$ cat src/rtl/hazard_pkg.sv
// Shared encodings for the hazard/forwarding controller: forward selects,
// FSM states and the pipeline-control bundle.
package hazard_pkg;

  localparam logic [1:0] FWD_REGFILE = 2'b00;
  localparam logic [1:0] FWD_MEMWB   = 2'b01;
  localparam logic [1:0] FWD_EXMEM   = 2'b10;

  typedef enum logic {
    ST_RUN  = 1'b0,
    ST_BUSY = 1'b1
  } hz_state_e;

  typedef struct packed {
    logic pc_en;
    logic ifid_en;
    logic ifid_flush;
    logic idex_en;
    logic idex_bubble;
    logic exmem_bubble;
  } pipe_ctrl_t;

endpackage

$ cat src/rtl/hazard_forward_ctrl_if.sv
// Pipeline-side signal bundle of the hazard controller: register-stage
// observations in, enables/bubbles/forward selects out.
interface hazard_forward_ctrl_if #(
  parameter int unsigned REG_AW      = 5,
  parameter int unsigned NUM_SRC     = 2,
  parameter int unsigned STALL_CNT_W = 16
);
  logic [NUM_SRC*REG_AW-1:0] in_ifid_rs;
  logic [NUM_SRC-1:0]        in_ifid_src_used;
  logic [NUM_SRC*REG_AW-1:0] in_idex_rs;
  logic [NUM_SRC-1:0]        in_idex_src_used;
  logic [REG_AW-1:0]         in_idex_rd;
  logic                      in_idex_memread;
  logic                      in_idex_muldiv;
  logic                      in_exmem_regwrite;
  logic [REG_AW-1:0]         in_exmem_rd;
  logic                      in_memwb_regwrite;
  logic [REG_AW-1:0]         in_memwb_rd;
  logic                      in_branch_taken;

  logic [2*NUM_SRC-1:0]      out_fwd_sel;
  logic                      out_pc_en;
  logic                      out_ifid_en;
  logic                      out_ifid_flush;
  logic                      out_idex_en;
  logic                      out_idex_bubble;
  logic                      out_exmem_bubble;
  logic [STALL_CNT_W-1:0]    out_stall_count;

  modport master (
    output in_ifid_rs, in_ifid_src_used, in_idex_rs, in_idex_src_used,
           in_idex_rd, in_idex_memread, in_idex_muldiv, in_exmem_regwrite,
           in_exmem_rd, in_memwb_regwrite, in_memwb_rd, in_branch_taken,
    input  out_fwd_sel, out_pc_en, out_ifid_en, out_ifid_flush, out_idex_en,
           out_idex_bubble, out_exmem_bubble, out_stall_count
  );

  modport slave (
    input  in_ifid_rs, in_ifid_src_used, in_idex_rs, in_idex_src_used,
           in_idex_rd, in_idex_memread, in_idex_muldiv, in_exmem_regwrite,
           in_exmem_rd, in_memwb_regwrite, in_memwb_rd, in_branch_taken,
    output out_fwd_sel, out_pc_en, out_ifid_en, out_ifid_flush, out_idex_en,
           out_idex_bubble, out_exmem_bubble, out_stall_count
  );
endinterface

$ cat src/rtl/hazard_forward_ctrl_fwd_select.sv
// Per-source ALU operand forward select; the younger EX/MEM result wins over MEM/WB.
module fwd_select
  import hazard_pkg::*;
#(
  parameter int unsigned REG_AW = 5
) (
  input  logic [REG_AW-1:0] i_rs,
  input  logic              i_used,
  input  logic              i_exmem_regwrite,
  input  logic [REG_AW-1:0] i_exmem_rd,
  input  logic              i_memwb_regwrite,
  input  logic [REG_AW-1:0] i_memwb_rd,
  output logic [1:0]        o_sel
);

  logic w_rs_live;
  logic w_exmem_hit;
  logic w_memwb_hit;

  // x0 is hardwired zero, so it never takes a forwarded value
  assign w_rs_live   = i_used && (i_rs != '0);
  assign w_exmem_hit = w_rs_live && i_exmem_regwrite && (i_exmem_rd == i_rs);
  assign w_memwb_hit = w_rs_live && i_memwb_regwrite && (i_memwb_rd == i_rs);

  always_comb begin
    o_sel = FWD_REGFILE;
    if (w_exmem_hit) begin
      o_sel = FWD_EXMEM;
    end else if (w_memwb_hit) begin
      o_sel = FWD_MEMWB;
    end
  end

endmodule

$ cat src/rtl/hazard_forward_ctrl.sv
// Hazard and forwarding controller: operand forwarding, load-use stall,
// multi-cycle MUL/DIV hold, taken-branch flush and a stall-cycle counter.
module hazard_forward_ctrl
  import hazard_pkg::*;
#(
  parameter int unsigned REG_AW      = 5,
  parameter int unsigned NUM_SRC     = 2,
  parameter int unsigned MULDIV_LAT  = 4,
  parameter int unsigned STALL_CNT_W = 16
) (
  input  logic                  in_clk,
  input  logic                  in_rst_n,
  hazard_forward_ctrl_if.slave  bus
);

  localparam int unsigned CNT_W     = (MULDIV_LAT > 2) ? $clog2(MULDIV_LAT - 1) : 1;
  localparam int unsigned BUSY_LOAD = (MULDIV_LAT > 1) ? (MULDIV_LAT - 2) : 0;
  localparam logic [CNT_W-1:0] BUSY_INIT = CNT_W'(BUSY_LOAD);

  hz_state_e               r_state;
  hz_state_e               w_state_nxt;
  logic [CNT_W-1:0]        r_cnt;
  logic [CNT_W-1:0]        w_cnt_nxt;
  logic [STALL_CNT_W-1:0]  r_stall_cnt;
  pipe_ctrl_t              w_ctrl;
  logic [2*NUM_SRC-1:0]    w_fwd_sel;
  logic [NUM_SRC-1:0]      w_lu_hit;
  logic                    w_load_use;

  for (genvar gi = 0; gi < NUM_SRC; gi++) begin : g_src
    fwd_select #(.REG_AW(REG_AW)) u_fwd (
      .i_rs             (bus.in_idex_rs[gi*REG_AW +: REG_AW]),
      .i_used           (bus.in_idex_src_used[gi]),
      .i_exmem_regwrite (bus.in_exmem_regwrite),
      .i_exmem_rd       (bus.in_exmem_rd),
      .i_memwb_regwrite (bus.in_memwb_regwrite),
      .i_memwb_rd       (bus.in_memwb_rd),
      .o_sel            (w_fwd_sel[gi*2 +: 2])
    );

    assign w_lu_hit[gi] = bus.in_ifid_src_used[gi] &&
                          (bus.in_ifid_rs[gi*REG_AW +: REG_AW] == bus.in_idex_rd);
  end

  // idex_rd of x0 means the load result is discarded, so nothing waits on it
  assign w_load_use = bus.in_idex_memread && (bus.in_idex_rd != '0) && (|w_lu_hit);

  always_ff @(posedge in_clk or negedge in_rst_n) begin
    if (!in_rst_n) begin
      r_state <= ST_RUN;
      r_cnt   <= '0;
    end else begin
      r_state <= w_state_nxt;
      r_cnt   <= w_cnt_nxt;
    end
  end

  always_comb begin
    w_state_nxt         = r_state;
    w_cnt_nxt           = r_cnt;
    w_ctrl              = '0;
    w_ctrl.pc_en        = 1'b1;
    w_ctrl.ifid_en      = 1'b1;
    w_ctrl.idex_en      = 1'b1;
    unique case (r_state)
      ST_RUN: begin
        // a taken branch squashes whatever sits in ID/EX, so its hazards are moot
        if (bus.in_branch_taken) begin
          w_ctrl.ifid_flush  = 1'b1;
          w_ctrl.idex_bubble = 1'b1;
        end else if (bus.in_idex_muldiv && (MULDIV_LAT > 1)) begin
          w_ctrl.pc_en        = 1'b0;
          w_ctrl.ifid_en      = 1'b0;
          w_ctrl.idex_en      = 1'b0;
          w_ctrl.exmem_bubble = 1'b1;
          w_state_nxt         = ST_BUSY;
          w_cnt_nxt           = BUSY_INIT;
        end else if (w_load_use) begin
          w_ctrl.pc_en       = 1'b0;
          w_ctrl.ifid_en     = 1'b0;
          w_ctrl.idex_bubble = 1'b1;
        end
      end
      ST_BUSY: begin
        w_ctrl.pc_en        = 1'b0;
        w_ctrl.ifid_en      = 1'b0;
        w_ctrl.idex_en      = 1'b0;
        w_ctrl.exmem_bubble = 1'b1;
        if (r_cnt == '0) begin
          w_state_nxt = ST_RUN;
        end else begin
          w_cnt_nxt = r_cnt - CNT_W'(1);
        end
      end
      default: begin
        w_state_nxt = ST_RUN;
        w_cnt_nxt   = '0;
      end
    endcase
  end

  // saturating count of cycles with the PC frozen
  always_ff @(posedge in_clk or negedge in_rst_n) begin
    if (!in_rst_n) begin
      r_stall_cnt <= '0;
    end else if (!w_ctrl.pc_en && (r_stall_cnt != '1)) begin
      r_stall_cnt <= r_stall_cnt + STALL_CNT_W'(1);
    end
  end

  assign bus.out_fwd_sel      = w_fwd_sel;
  assign bus.out_pc_en        = w_ctrl.pc_en;
  assign bus.out_ifid_en      = w_ctrl.ifid_en;
  assign bus.out_ifid_flush   = w_ctrl.ifid_flush;
  assign bus.out_idex_en      = w_ctrl.idex_en;
  assign bus.out_idex_bubble  = w_ctrl.idex_bubble;
  assign bus.out_exmem_bubble = w_ctrl.exmem_bubble;
  assign bus.out_stall_count  = r_stall_cnt;

endmodule

$ cat src/flat_wrapper.sv
// flat-port wrapper written by rule: the top's interface ports become plain ports
module hazard_forward_ctrl_flat import hazard_pkg::*;
#(
  parameter int unsigned REG_AW      = 5,
  parameter int unsigned NUM_SRC     = 2,
  parameter int unsigned MULDIV_LAT  = 4,
  parameter int unsigned STALL_CNT_W = 16
)
  (in_clk, in_rst_n, bus_in_ifid_rs, bus_in_ifid_src_used, bus_in_idex_rs, bus_in_idex_src_used, bus_in_idex_rd, bus_in_idex_memread, bus_in_idex_muldiv, bus_in_exmem_regwrite, bus_in_exmem_rd, bus_in_memwb_regwrite, bus_in_memwb_rd, bus_in_branch_taken, bus_out_fwd_sel, bus_out_pc_en, bus_out_ifid_en, bus_out_ifid_flush, bus_out_idex_en, bus_out_idex_bubble, bus_out_exmem_bubble, bus_out_stall_count);
  hazard_forward_ctrl_if #(.REG_AW(REG_AW), .NUM_SRC(NUM_SRC), .STALL_CNT_W(STALL_CNT_W)) bus_i ();
  input  logic in_clk;
  input  logic in_rst_n;
  input wire logic [$bits(bus_i.in_ifid_rs)-1:0] bus_in_ifid_rs;
  input wire logic [$bits(bus_i.in_ifid_src_used)-1:0] bus_in_ifid_src_used;
  input wire logic [$bits(bus_i.in_idex_rs)-1:0] bus_in_idex_rs;
  input wire logic [$bits(bus_i.in_idex_src_used)-1:0] bus_in_idex_src_used;
  input wire logic [$bits(bus_i.in_idex_rd)-1:0] bus_in_idex_rd;
  input wire logic [$bits(bus_i.in_idex_memread)-1:0] bus_in_idex_memread;
  input wire logic [$bits(bus_i.in_idex_muldiv)-1:0] bus_in_idex_muldiv;
  input wire logic [$bits(bus_i.in_exmem_regwrite)-1:0] bus_in_exmem_regwrite;
  input wire logic [$bits(bus_i.in_exmem_rd)-1:0] bus_in_exmem_rd;
  input wire logic [$bits(bus_i.in_memwb_regwrite)-1:0] bus_in_memwb_regwrite;
  input wire logic [$bits(bus_i.in_memwb_rd)-1:0] bus_in_memwb_rd;
  input wire logic [$bits(bus_i.in_branch_taken)-1:0] bus_in_branch_taken;
  output wire logic [$bits(bus_i.out_fwd_sel)-1:0] bus_out_fwd_sel;
  output wire logic [$bits(bus_i.out_pc_en)-1:0] bus_out_pc_en;
  output wire logic [$bits(bus_i.out_ifid_en)-1:0] bus_out_ifid_en;
  output wire logic [$bits(bus_i.out_ifid_flush)-1:0] bus_out_ifid_flush;
  output wire logic [$bits(bus_i.out_idex_en)-1:0] bus_out_idex_en;
  output wire logic [$bits(bus_i.out_idex_bubble)-1:0] bus_out_idex_bubble;
  output wire logic [$bits(bus_i.out_exmem_bubble)-1:0] bus_out_exmem_bubble;
  output wire logic [$bits(bus_i.out_stall_count)-1:0] bus_out_stall_count;
  assign bus_i.in_ifid_rs = bus_in_ifid_rs;
  assign bus_i.in_ifid_src_used = bus_in_ifid_src_used;
  assign bus_i.in_idex_rs = bus_in_idex_rs;
  assign bus_i.in_idex_src_used = bus_in_idex_src_used;
  assign bus_i.in_idex_rd = bus_in_idex_rd;
  assign bus_i.in_idex_memread = bus_in_idex_memread;
  assign bus_i.in_idex_muldiv = bus_in_idex_muldiv;
  assign bus_i.in_exmem_regwrite = bus_in_exmem_regwrite;
  assign bus_i.in_exmem_rd = bus_in_exmem_rd;
  assign bus_i.in_memwb_regwrite = bus_in_memwb_regwrite;
  assign bus_i.in_memwb_rd = bus_in_memwb_rd;
  assign bus_i.in_branch_taken = bus_in_branch_taken;
  assign bus_out_fwd_sel = bus_i.out_fwd_sel;
  assign bus_out_pc_en = bus_i.out_pc_en;
  assign bus_out_ifid_en = bus_i.out_ifid_en;
  assign bus_out_ifid_flush = bus_i.out_ifid_flush;
  assign bus_out_idex_en = bus_i.out_idex_en;
  assign bus_out_idex_bubble = bus_i.out_idex_bubble;
  assign bus_out_exmem_bubble = bus_i.out_exmem_bubble;
  assign bus_out_stall_count = bus_i.out_stall_count;
  hazard_forward_ctrl #(.REG_AW(REG_AW), .NUM_SRC(NUM_SRC), .MULDIV_LAT(MULDIV_LAT), .STALL_CNT_W(STALL_CNT_W)) u_core (.in_clk(in_clk), .in_rst_n(in_rst_n), .bus(bus_i));
endmodule
$ cat config.mk
export PLATFORM = sky130hd
export DESIGN_NAME = hazard_forward_ctrl_flat
export DESIGN_NICKNAME = d
export VERILOG_FILES = /design/src/rtl/hazard_pkg.sv /design/src/rtl/hazard_forward_ctrl_if.sv /design/src/rtl/hazard_forward_ctrl_fwd_select.sv /design/src/rtl/hazard_forward_ctrl.sv /design/src/flat_wrapper.sv
export SDC_FILE = /design/constraint.sdc
export NUM_CORES = 1
export LEC_CHECK = 0
export CAP_MARGIN = 20
export CORE_MARGIN = 3
export CORE_UTILIZATION = 35
export DETAILED_ROUTE_END_ITERATION = 10
export HOLD_SLACK_MARGIN = 0.1
export PLACE_DENSITY = 0.73
export SLEW_MARGIN = 40
export SYNTH_ARGS = -nofsm -noshare
export SYNTH_HDL_FRONTEND = slang
export SYNTH_SLANG_ARGS = --single-unit
export TNS_END_PERCENT = 30
$ cat constraint.sdc
create_clock -name in_clk -period 2.45 [get_ports in_clk]
set_input_delay 0.49 -clock in_clk [delete_from_list [all_inputs] [get_ports in_clk]]
set_output_delay 0.49 -clock in_clk [all_outputs]
set_load 0.005 [all_outputs]
==> Yosys cells after proc, flatten, opt, wreduce, memory -nomap -nowiden <==
Index checks and enable logic that the tools add are counted.
{ "op_classes": {"bitwise_logic": 1, "n_eq_ne": 10, "addsub": 2, "reduce_logical": 22, "muxes": 26} }
{ "op_table": {"columns": ["operator", "n"], "rows": [
  ["5-bit equality test", 6],
  ["16-bit by 1-bit adder with 16-bit output, second input constant", 1],
  ["2-bit 2-to-1 mux", 8],
  ["16-bit inequality test, second input constant", 1],
  ["1-bit logical AND", 15],
  ["5-bit nonzero test", 3],
  ["1-bit 2-to-1 mux", 13],
  ["2-bit one-hot mux with 2 select lines", 2],
  ["2-bit inequality test, second input constant", 3],
  ["1-bit one-hot mux with 2 select lines", 3],
  ["3-bit AND reduction", 1],
  ["2-bit zero test", 1],
  ["2-bit OR reduction", 1],
  ["2-bit by 1-bit subtractor with 2-bit output, second input constant", 1],
  ["1-bit zero test", 1],
  ["1-bit NOT", 1]
]} }
{ "word_totals": {"ff_bits": 19, "in_bits": 46, "wordCells": 64, "output_inout_bits": 26} }

==> Depth between registers and ports, before layout <==
Gate-level depths: netlist of run 1.
{ "logic_depth": {"depth_word": 10, "mapped_depth": 8} }

==> Cells and area by module <==
A second synthesis of run 1 with hierarchy kept.
{ "hier_totals": {"cells_unflattened": 146, "area_unflattened_um2": 1400.1} }
{ "by_module_without_submodules": {"columns": ["mod", "cells_per_inst", "seq_area_each_um2", "n_inst", "area_per_inst_um2"], "rows": [
  ["hazard_forward_ctrl", 108, 475.5, 1, 1094.8],
  ["fwd_select", 19, 0.0, 2, 152.6]
]} }

==> Worst setup path before layout of run 1 <==
OpenSTA, ideal clock, no wires.
{ "synth_path": {"path_kind": "input -> output", "start": "in bus_in_idex_rd[1]", "end": "out bus_out_pc_en", "stages": 5, "path_slack_ns": 0.352, "arrival_ns": 1.608, "required_time_ns": 1.960, "path_cell_list": "or4_1 -> o21ai_2 -> nor2_1 -> a21oi_1 -> buf_4"} }
{ "synth_via": {"elab_chain_cells": 8} }
{ "synth_rtl": {"columns": ["element", "line_no", "rtl"], "rows": [
  ["start, declared", "flat_wrapper.sv:17", "input wire logic [$bits(bus_i.in_idex_rd)-1:0] bus_in_idex_rd;"],
  ["5-bit equality test", "hazard_forward_ctrl.sv:42", "(bus.in_ifid_rs[gi*REG_AW +: REG_AW] == bus.in_idex_rd);"],
  ["1-bit logical AND", "hazard_forward_ctrl.sv:41", "assign w_lu_hit[gi] = bus.in_ifid_src_used[gi] &&"],
  ["2-bit OR reduction", "hazard_forward_ctrl.sv:46", "assign w_load_use = bus.in_idex_memread && (bus.in_idex_rd != '0) && (|w_lu_hit);"],
  ["1-bit logical AND *", "hazard_forward_ctrl.sv:46", null],
  ["2-bit 2-to-1 mux *", "hazard_forward_ctrl.sv:78", "end else if (w_load_use) begin"],
  ["2-bit 2-to-1 mux *", "hazard_forward_ctrl.sv:71", "end else if (bus.in_idex_muldiv && (MULDIV_LAT > 1)) begin"],
  ["2-bit 2-to-1 mux *", "hazard_forward_ctrl.sv:68", "if (bus.in_branch_taken) begin"],
  ["2-bit one-hot mux with 2 select lines *", "hazard_forward_ctrl.sv:65", "unique case (r_state)"],
  ["end, declared", "flat_wrapper.sv:26", "output wire logic [$bits(bus_i.out_pc_en)-1:0] bus_out_pc_en;"]
]} }
Mark *: on every way between the ends. The rest lies on a longest branch, timed or not.

==> Worst setup path in the final report of run 1 <==
{ "layout_path": {"start": "in bus_in_idex_rs[9]", "end": "out bus_out_fwd_sel[3]"} }
{ "layout_via": {"elab_chain_cells": 5} }
{ "layout_rtl": {"columns": ["element", "line_no", "rtl"], "rows": [
  ["start, declared", "flat_wrapper.sv:15", "input wire logic [$bits(bus_i.in_idex_rs)-1:0] bus_in_idex_rs;"],
  ["5-bit nonzero test", "hazard_forward_ctrl_fwd_select.sv:21", "assign w_rs_live = i_used && (i_rs != '0);"],
  ["1-bit logical AND", "hazard_forward_ctrl_fwd_select.sv:21", null],
  ["1-bit logical AND", "hazard_forward_ctrl_fwd_select.sv:22", "assign w_exmem_hit = w_rs_live && i_exmem_regwrite && (i_exmem_rd == i_rs);"],
  ["1-bit logical AND *", "hazard_forward_ctrl_fwd_select.sv:22", null],
  ["2-bit 2-to-1 mux *", "hazard_forward_ctrl_fwd_select.sv:27", "if (w_exmem_hit) begin"],
  ["end, declared", "flat_wrapper.sv:25", "output wire logic [$bits(bus_i.out_fwd_sel)-1:0] bus_out_fwd_sel;"]
]} }
Marks and branches as above.

==> results.json, run 1 <==
{
  "status": "completed",
  "worst_ep_arrival_time_ns": 1.92,
  "syn_area_mm2": 0.00137,
  "grt_max_degree": 20,
  "layout_commonest_cell": "clkdlybuf4s50_1",
  "overflow": 0,
  "die_h_um": 68.5,
  "instances_no_fill": 301,
  "net-switching-power_w": 0.000529,
  "maxCapViolations": 0,
  "cts.sinks": 19,
  "worstPathMaxFanout": 2,
  "syn_inst": 151,
  "place_congestion": 0.727,
  "ys_seq_area_share_pct": 34.8,
  "rsz0062_at_grt": "yes",
  "post-route-util_pct": 64.3,
  "powerDensity_mw_per_mm2": 655,
  "hold_path_class": "reg -> reg",
  "cts_root_buf": "clkbuf_8",
  "remaining_drc_errors": 0,
  "vias": 1391,
  "internal-power_w": 0.00104,
  "drive_above_1_share_pct": 20.6,
  "layout.nets": 302,
  "endpoint_kind": "output port",
  "io_pins": 72,
  "clk_latency_ns": 0.26,
  "clock_power_share_pct": 13.9,
  "p_sw_share_pct": 33.8,
  "slew_headroom_pct": 65.8,
  "routedWlPerCell_um": 12.7,
  "layout_common_cells": "51 x clkdlybuf4s50_1, 32 x buf_4, 27 x xnor2_1, 19 x xor2_1, 19 x dfrtp_1",
  "timing.critical_path.required_ns": 1.96,
  "path_class": "in -> out",
  "seqPwrFrac_pct": 34.3,
  "syn2layout_area_growth_pct": 74.7,
  "via_per_inst": 4.62,
  "ys_warn_count": 0,
  "die_w_um": 68.5,
  "dp.cells": 295,
  "h-tree-depth": 1,
  "rows": 22,
  "antenna_found_initial": 0,
  "dieArea_mm2": 0.00469,
  "start_kind": "input port",
  "combPwrFrac_pct": 51.7,
  "first_pass_iters": 2,
  "tritoncts": "done",
  "io_buffers": 71,
  "synth.distinct_cells": 32,
  "cts.clk_slew.worst_paths_ns": 0.07,
  "place_hpwl_mm": 3.16,
  "cts_buffers": 3,
  "synth_nets": 199,
  "initial_core_util_pct": 36.8,
  "setup_tns_ns": 0,
  "finalCritPeriodShare_pct": 98.5,
  "setup_viol": 0,
  "slew_violations": 0,
  "design_area_mm2": 0.00239,
  "fillers": 328,
  "place_area_mm2": 0.00233,
  "num_antenna_cells": 0,
  "worst_pin_slew_ns": 0.508,
  "min_period_ns": 2.41,
  "cts.path.max_buffers": 2,
  "avgSynthCellArea_um2": 9.06,
  "cts_hold_buf": 0,
  "wirelength_mm": 3.82,
  "synth-seq-cells": 19,
  "grt_pass1_vias": 1290,
  "power_w": 0.00157,
  "hold_violations": 0,
  "max_freq_mhz": 415,
  "r2r_slack_ns": 0.25,
  "grt_pass1_wl_mm": 5.57,
  "coreArea_mm2": 0.00372,
  "grt_use_total_pct": 15.7,
  "power.leakage_nw": 1.09,
  "detail-route-antenna-nets": 0,
  "peakVddDrop_mv": 0.543,
  "fin_worst_skew_ns": 0.00191,
  "drtIter0Drc": 9
}
cells in the mapped netlist:
| cell type | number | area (µm²) |
|---|---|---|
| xor2_1 | 19 | 166 |
| and2b_1 | 1 | 7.51 |
| nor4_1 | 5 | 31.3 |
| nor2_1 | 10 | 37.5 |
| a211oi_1 | 1 | 7.51 |
| nand2b_1 | 1 | 6.26 |
| nor2_2 | 1 | 6.26 |
| inv_1 | 7 | 26.3 |
| nand2_1 | 9 | 33.8 |
| buf_6 | 1 | 11.3 |
| nor4b_1 | 1 | 8.76 |
| o21a_1 | 1 | 7.51 |
| o21ai_2 | 1 | 8.76 |
| or4_1 | 3 | 22.5 |
| ha_1 | 2 | 25.0 |
| xnor2_1 | 27 | 236 |
| buf_4 | 3 | 22.5 |
| nand4_1 | 7 | 43.8 |
| o22ai_1 | 1 | 6.26 |
| nand3_1 | 7 | 35.0 |
| mux2_2 | 1 | 11.3 |
| a22oi_1 | 1 | 7.51 |
| buf_1 | 1 | 3.75 |
| a21oi_1 | 4 | 20.0 |
| or2_2 | 1 | 6.26 |
| nor3_1 | 6 | 30.0 |
| a21o_1 | 1 | 7.51 |
| nor2b_1 | 1 | 6.26 |
| and3_1 | 4 | 25.0 |
| o21ai_0 | 3 | 15.0 |
| a21oi_2 | 1 | 8.76 |
| dfrtp_1 | 19 | 475 |
layer usage:
layer	global-route usage, %	routed length [µm]	up-vias
li1	-	-	719
met1	19.0	1620	633
met2	26.9	1910	34
met3	4.05	238	5
met4	5.21	45	0
met5	0	0	-
registers in the layout (all words and copies together), names as in the netlist:
register and count:
u_core.bus.out_stall_count 16, u_core.r_state 1, u_core.r_cnt 2
worst max-delay path: stages:
cell and delay (ns):
clkdlybuf4s50_1 0.42, or4_1 0.42, o21ai_2 0.16, nor3_2 0.06, buf_4 0.12, dlygate4sd2_1 0.25
kinds of logic (layout without fill, tap and decap cells):
kind of cell | Yosys count | in the layout | synth area share (%)
AO/OA/AOI/OAI | 14 | 14 | 6.50
XOR/XNOR | 46 | 46 | 29.5
adder cells (fa/ha/maj) | 2 | 2 | 1.83
buffers and inverters | 12 | 114 | 4.67
flip-flops | 19 | 19 | 34.8
multiplexers | 1 | 1 | 0.823
AND/OR/NAND/NOR | 57 | 57 | 22.0
worst paths after layout:
check                                                                start                                         end  depth (start not counted)
worst min register to register  u_core.bus.out_stall_count[14]$_DFFE_PN0P_  u_core.bus.out_stall_count[14]$_DFFE_PN0P_                          1
min in group asynchronous                                         in_rst_n   u_core.bus.out_stall_count[0]$_DFFE_PN0P_                          2
max in group asynchronous                                         in_rst_n  u_core.bus.out_stall_count[12]$_DFFE_PN0P_                          2
worst max-delay path                                     bus_in_idex_rs[9]                          bus_out_fwd_sel[3]                          6
worst max register to register   u_core.bus.out_stall_count[0]$_DFFE_PN0P_   u_core.bus.out_stall_count[1]$_DFFE_PN0P_                          7
worst min-delay path            u_core.bus.out_stall_count[14]$_DFFE_PN0P_  u_core.bus.out_stall_count[14]$_DFFE_PN0P_                          1
power groups by stage:
| stage | Sequential, W | Clock (W) | Combinational [W] |
|---|---|---|---|
| 2_1_floorplan | 0.000530 | 0 | 0.000361 |
| 3_3_place_gp | 0.000542 | 0 | 0.000810 |
| 3_5_place_dp | 0.000544 | 0 | 0.000829 |
| 4_1_cts | 0.000539 | 0.000225 | 0.000829 |
| 5_1_grt | 0.000556 | 0.000239 | 0.000879 |
| 6_report | 0.000537 | 0.000218 | 0.000810 |
area by class of cell:
class	count	area (µm²)	share of cell area, %
multi-input combinational	120	865	36.2
sequential	19	475	19.9
clock buffer	4	45.0	1.88
tap	48	60.1	2.51
inverter	7	26.3	1.10
timing repair buffer	103	918	38.4
timing repair:
action,in CTS,in global routing
pin swaps,7,6
endpoints found under the setup margin,7,7
hold endpoints to repair,0,0
buffers inserted,2,0
cloned,0,0
gates resized for setup,38,5
stage by stage:
step	hold slack, ns	setup WS (ns)
6_report	0.496	0.0379
5_1_grt	0.526	-0.0205
4_1_cts	0.498	-0.00711
3_5_place_dp	0.488	-0.523
3_3_place_gp	0.482	-0.499
2_1_floorplan	0.194	0.352
No activity file was read; power rests on OpenSTA's default activity.
==> run 2: changes to the inputs <==
Settings changed: CTS_CLUSTER_SIZE set to 25.
==> results of run 2 <==
Final layout, timing and power as in run 1 (identical DEF).
==> run 3: changes to the inputs <==
Settings changed: PLACE_DENSITY 0.73 to 0.81.
==> results.json, run 3 (same netlist as run 1, synthesis figures left out) <==
{
  "layout_commonest_cell": "clkdlybuf4s50_1",
  "hold_path_class": "reg -> reg",
  "detail-route-antenna-nets": 0,
  "endpoint_kind": "output port",
  "multi_input_area_um2": 882,
  "clock_power_share_pct": 13.9,
  "fin_worst_skew_ns": 0.00179,
  "grt_max_degree": 20,
  "seqPwrFrac_pct": 35.1,
  "setup_viol": 0,
  "layout_common_cells": "53 x clkdlybuf4s50_1, 27 x xnor2_1, 26 x buf_4, 19 x xor2_1, 19 x dfrtp_1",
  "largest_register_ffs": 16,
  "cts.clk_slew.worst_paths_ns": 0.07,
  "r2r.worst_path.cells": 9,
  "r2r_slack_ns": 0.31,
  "via_per_inst": 4.85,
  "initial_core_util_pct": 36.8,
  "rsz0062_at_grt": "yes",
  "status": "completed",
  "first_pass_iters": 4,
  "die_h_um": 68.5,
  "regArea_um2": 475,
  "timing.critical_path.required_ns": 1.96,
  "worst_pin_slew_ns": 0.374,
  "drive_above_1_share_pct": 19.4,
  "cts.path.max_buffers": 2,
  "cts_root_buf": "clkbuf_8",
  "p_sw_share_pct": 34.4,
  "combPwrFrac_pct": 51.0,
  "clk_latency_ns": 0.25,
  "cts_hold_buf": 0,
  "overflow": 0,
  "finalCritPeriodShare_pct": 98.8,
  "grt_use_total_pct": 16.7,
  "finalHoldWorstSlack_ns": 0.490,
  "min_path_cells": 1,
  "h-tree-depth": 1,
  "layout.nets": 296,
  "worst_ep_arrival_time_ns": 1.93,
  "powerDensity_mw_per_mm2": 652,
  "io_pins": 72,
  "min_period_ns": 2.42,
  "drtIter0Drc": 16,
  "wirelength_mm": 3.87,
  "vias": 1431,
  "remaining_drc_errors": 0,
  "power.leakage_nw": 1.06,
  "path_class": "in -> out",
  "net-switching-power_w": 0.000532,
  "power_w": 0.00154,
  "place_area_mm2": 0.00229,
  "fillers": 316,
  "start_kind": "input port",
  "maxCapViolations": 0,
  "coreArea_mm2": 0.00372,
  "hold_violations": 0,
  "worstPathMaxFanout": 2,
  "grt_pass1_wl_mm": 5.98,
  "cts_buffers": 3,
  "internal-power_w": 0.00101,
  "place_hpwl_mm": 3.11,
  "io_buffers": 71,
  "die_w_um": 68.5,
  "tritoncts": "done",
  "grt_pass1_vias": 1388,
  "rows": 22,
  "peakVddDrop_mv": 0.631,
  "cts.sinks": 19,
  "place_congestion": 0.743,
  "design_area_mm2": 0.00237,
  "dieArea_mm2": 0.00469,
  "antenna_found_initial": 0,
  "max_freq_mhz": 413,
  "routedWlPerCell_um": 13.1,
  "syn2layout_area_growth_pct": 73.0,
  "slew_violations": 0,
  "slew_headroom_pct": 74.8,
  "num_antenna_cells": 0
}
run 3: cell count changes in the layout (fill, tap and decap cells not counted), moves of 2 or more:
cell | previous run | this run
clkdlybuf4s50_1 | 51 | 53
buf_4 | 32 | 26
dlygate4sd2_1 | 12 | 9
buf_2 | 3 | 5
clkbuf_2 | 2 | 0
run 3: final timing paths:
check / endpoint / from
worst max-delay path: bus_out_fwd_sel[3] / bus_in_idex_rs[5]
worst min-delay path: u_core.bus.out_stall_count[8]$_DFFE_PN0P_ / u_core.bus.out_stall_count[8]$_DFFE_PN0P_
worst max register to register: u_core.bus.out_stall_count[14]$_DFFE_PN0P_ / u_core.bus.out_stall_count[0]$_DFFE_PN0P_
worst min register to register: u_core.bus.out_stall_count[8]$_DFFE_PN0P_ / u_core.bus.out_stall_count[8]$_DFFE_PN0P_
max in group asynchronous: u_core.bus.out_stall_count[6]$_DFFE_PN0P_ / in_rst_n
min in group asynchronous: u_core.bus.out_stall_count[0]$_DFFE_PN0P_ / in_rst_n
run 3: layout make-up:
cell class,count,area share (%)
Timing Repair Buffer,97,37.1
Multi-Input combinational cell,120,37.3
Sequential cell,19,20.1
Inverter,7,1.11
Tap cell,48,2.54
Clock buffer,4,1.90
run 3: power groups by stage:
stage / sequential, W / clock [W] / combinational (W)
final: 0.000542 / 0.000214 / 0.000788
after CTS: 0.000541 / 0.000219 / 0.000793
after global routing: 0.000563 / 0.000233 / 0.000867
after floorplan: 0.000530 / 0 / 0.000361
after detailed placement: 0.000546 / 0 / 0.000800
after global placement: 0.000541 / 0 / 0.000781
run 3: layer usage:
layer  part of all wire (%)  track usage (%)
met4                    1.8             7.44
met2                     50             28.6
met5                      0                0
met3                    6.9             2.92
met1                     42             20.3
run 3: what timing repair did:
item                       4_1_cts  5_1_grt
hold endpoints to repair         0        0
resized for setup               40        7
setup endpoints to repair        7        5
pin swaps                       10        8
buffers inserted                 0        1
run 3: worst max-delay path, stage by stage:
cell,delay (ns)
clkdlybuf4s50_1,0.43
or4_4,0.42
o21ai_2,0.16
nor3_2,0.06
buf_4,0.12
dlygate4sd2_1,0.25
run 3: per-stage QoR:
stage          utilization [%]   TNS, ns  setup WS [ns]  std cells
4_1_cts                   62.7  -0.00220       -0.00220        294
3_3_place_gp              61.6     -5.07         -0.548        290
2_1_floorplan                -         0          0.352        151
6_report                  63.7         0         0.0305        295
5_1_grt                   63.7   -0.0134        -0.0134        295
3_5_place_dp              61.6     -5.70         -0.574        290
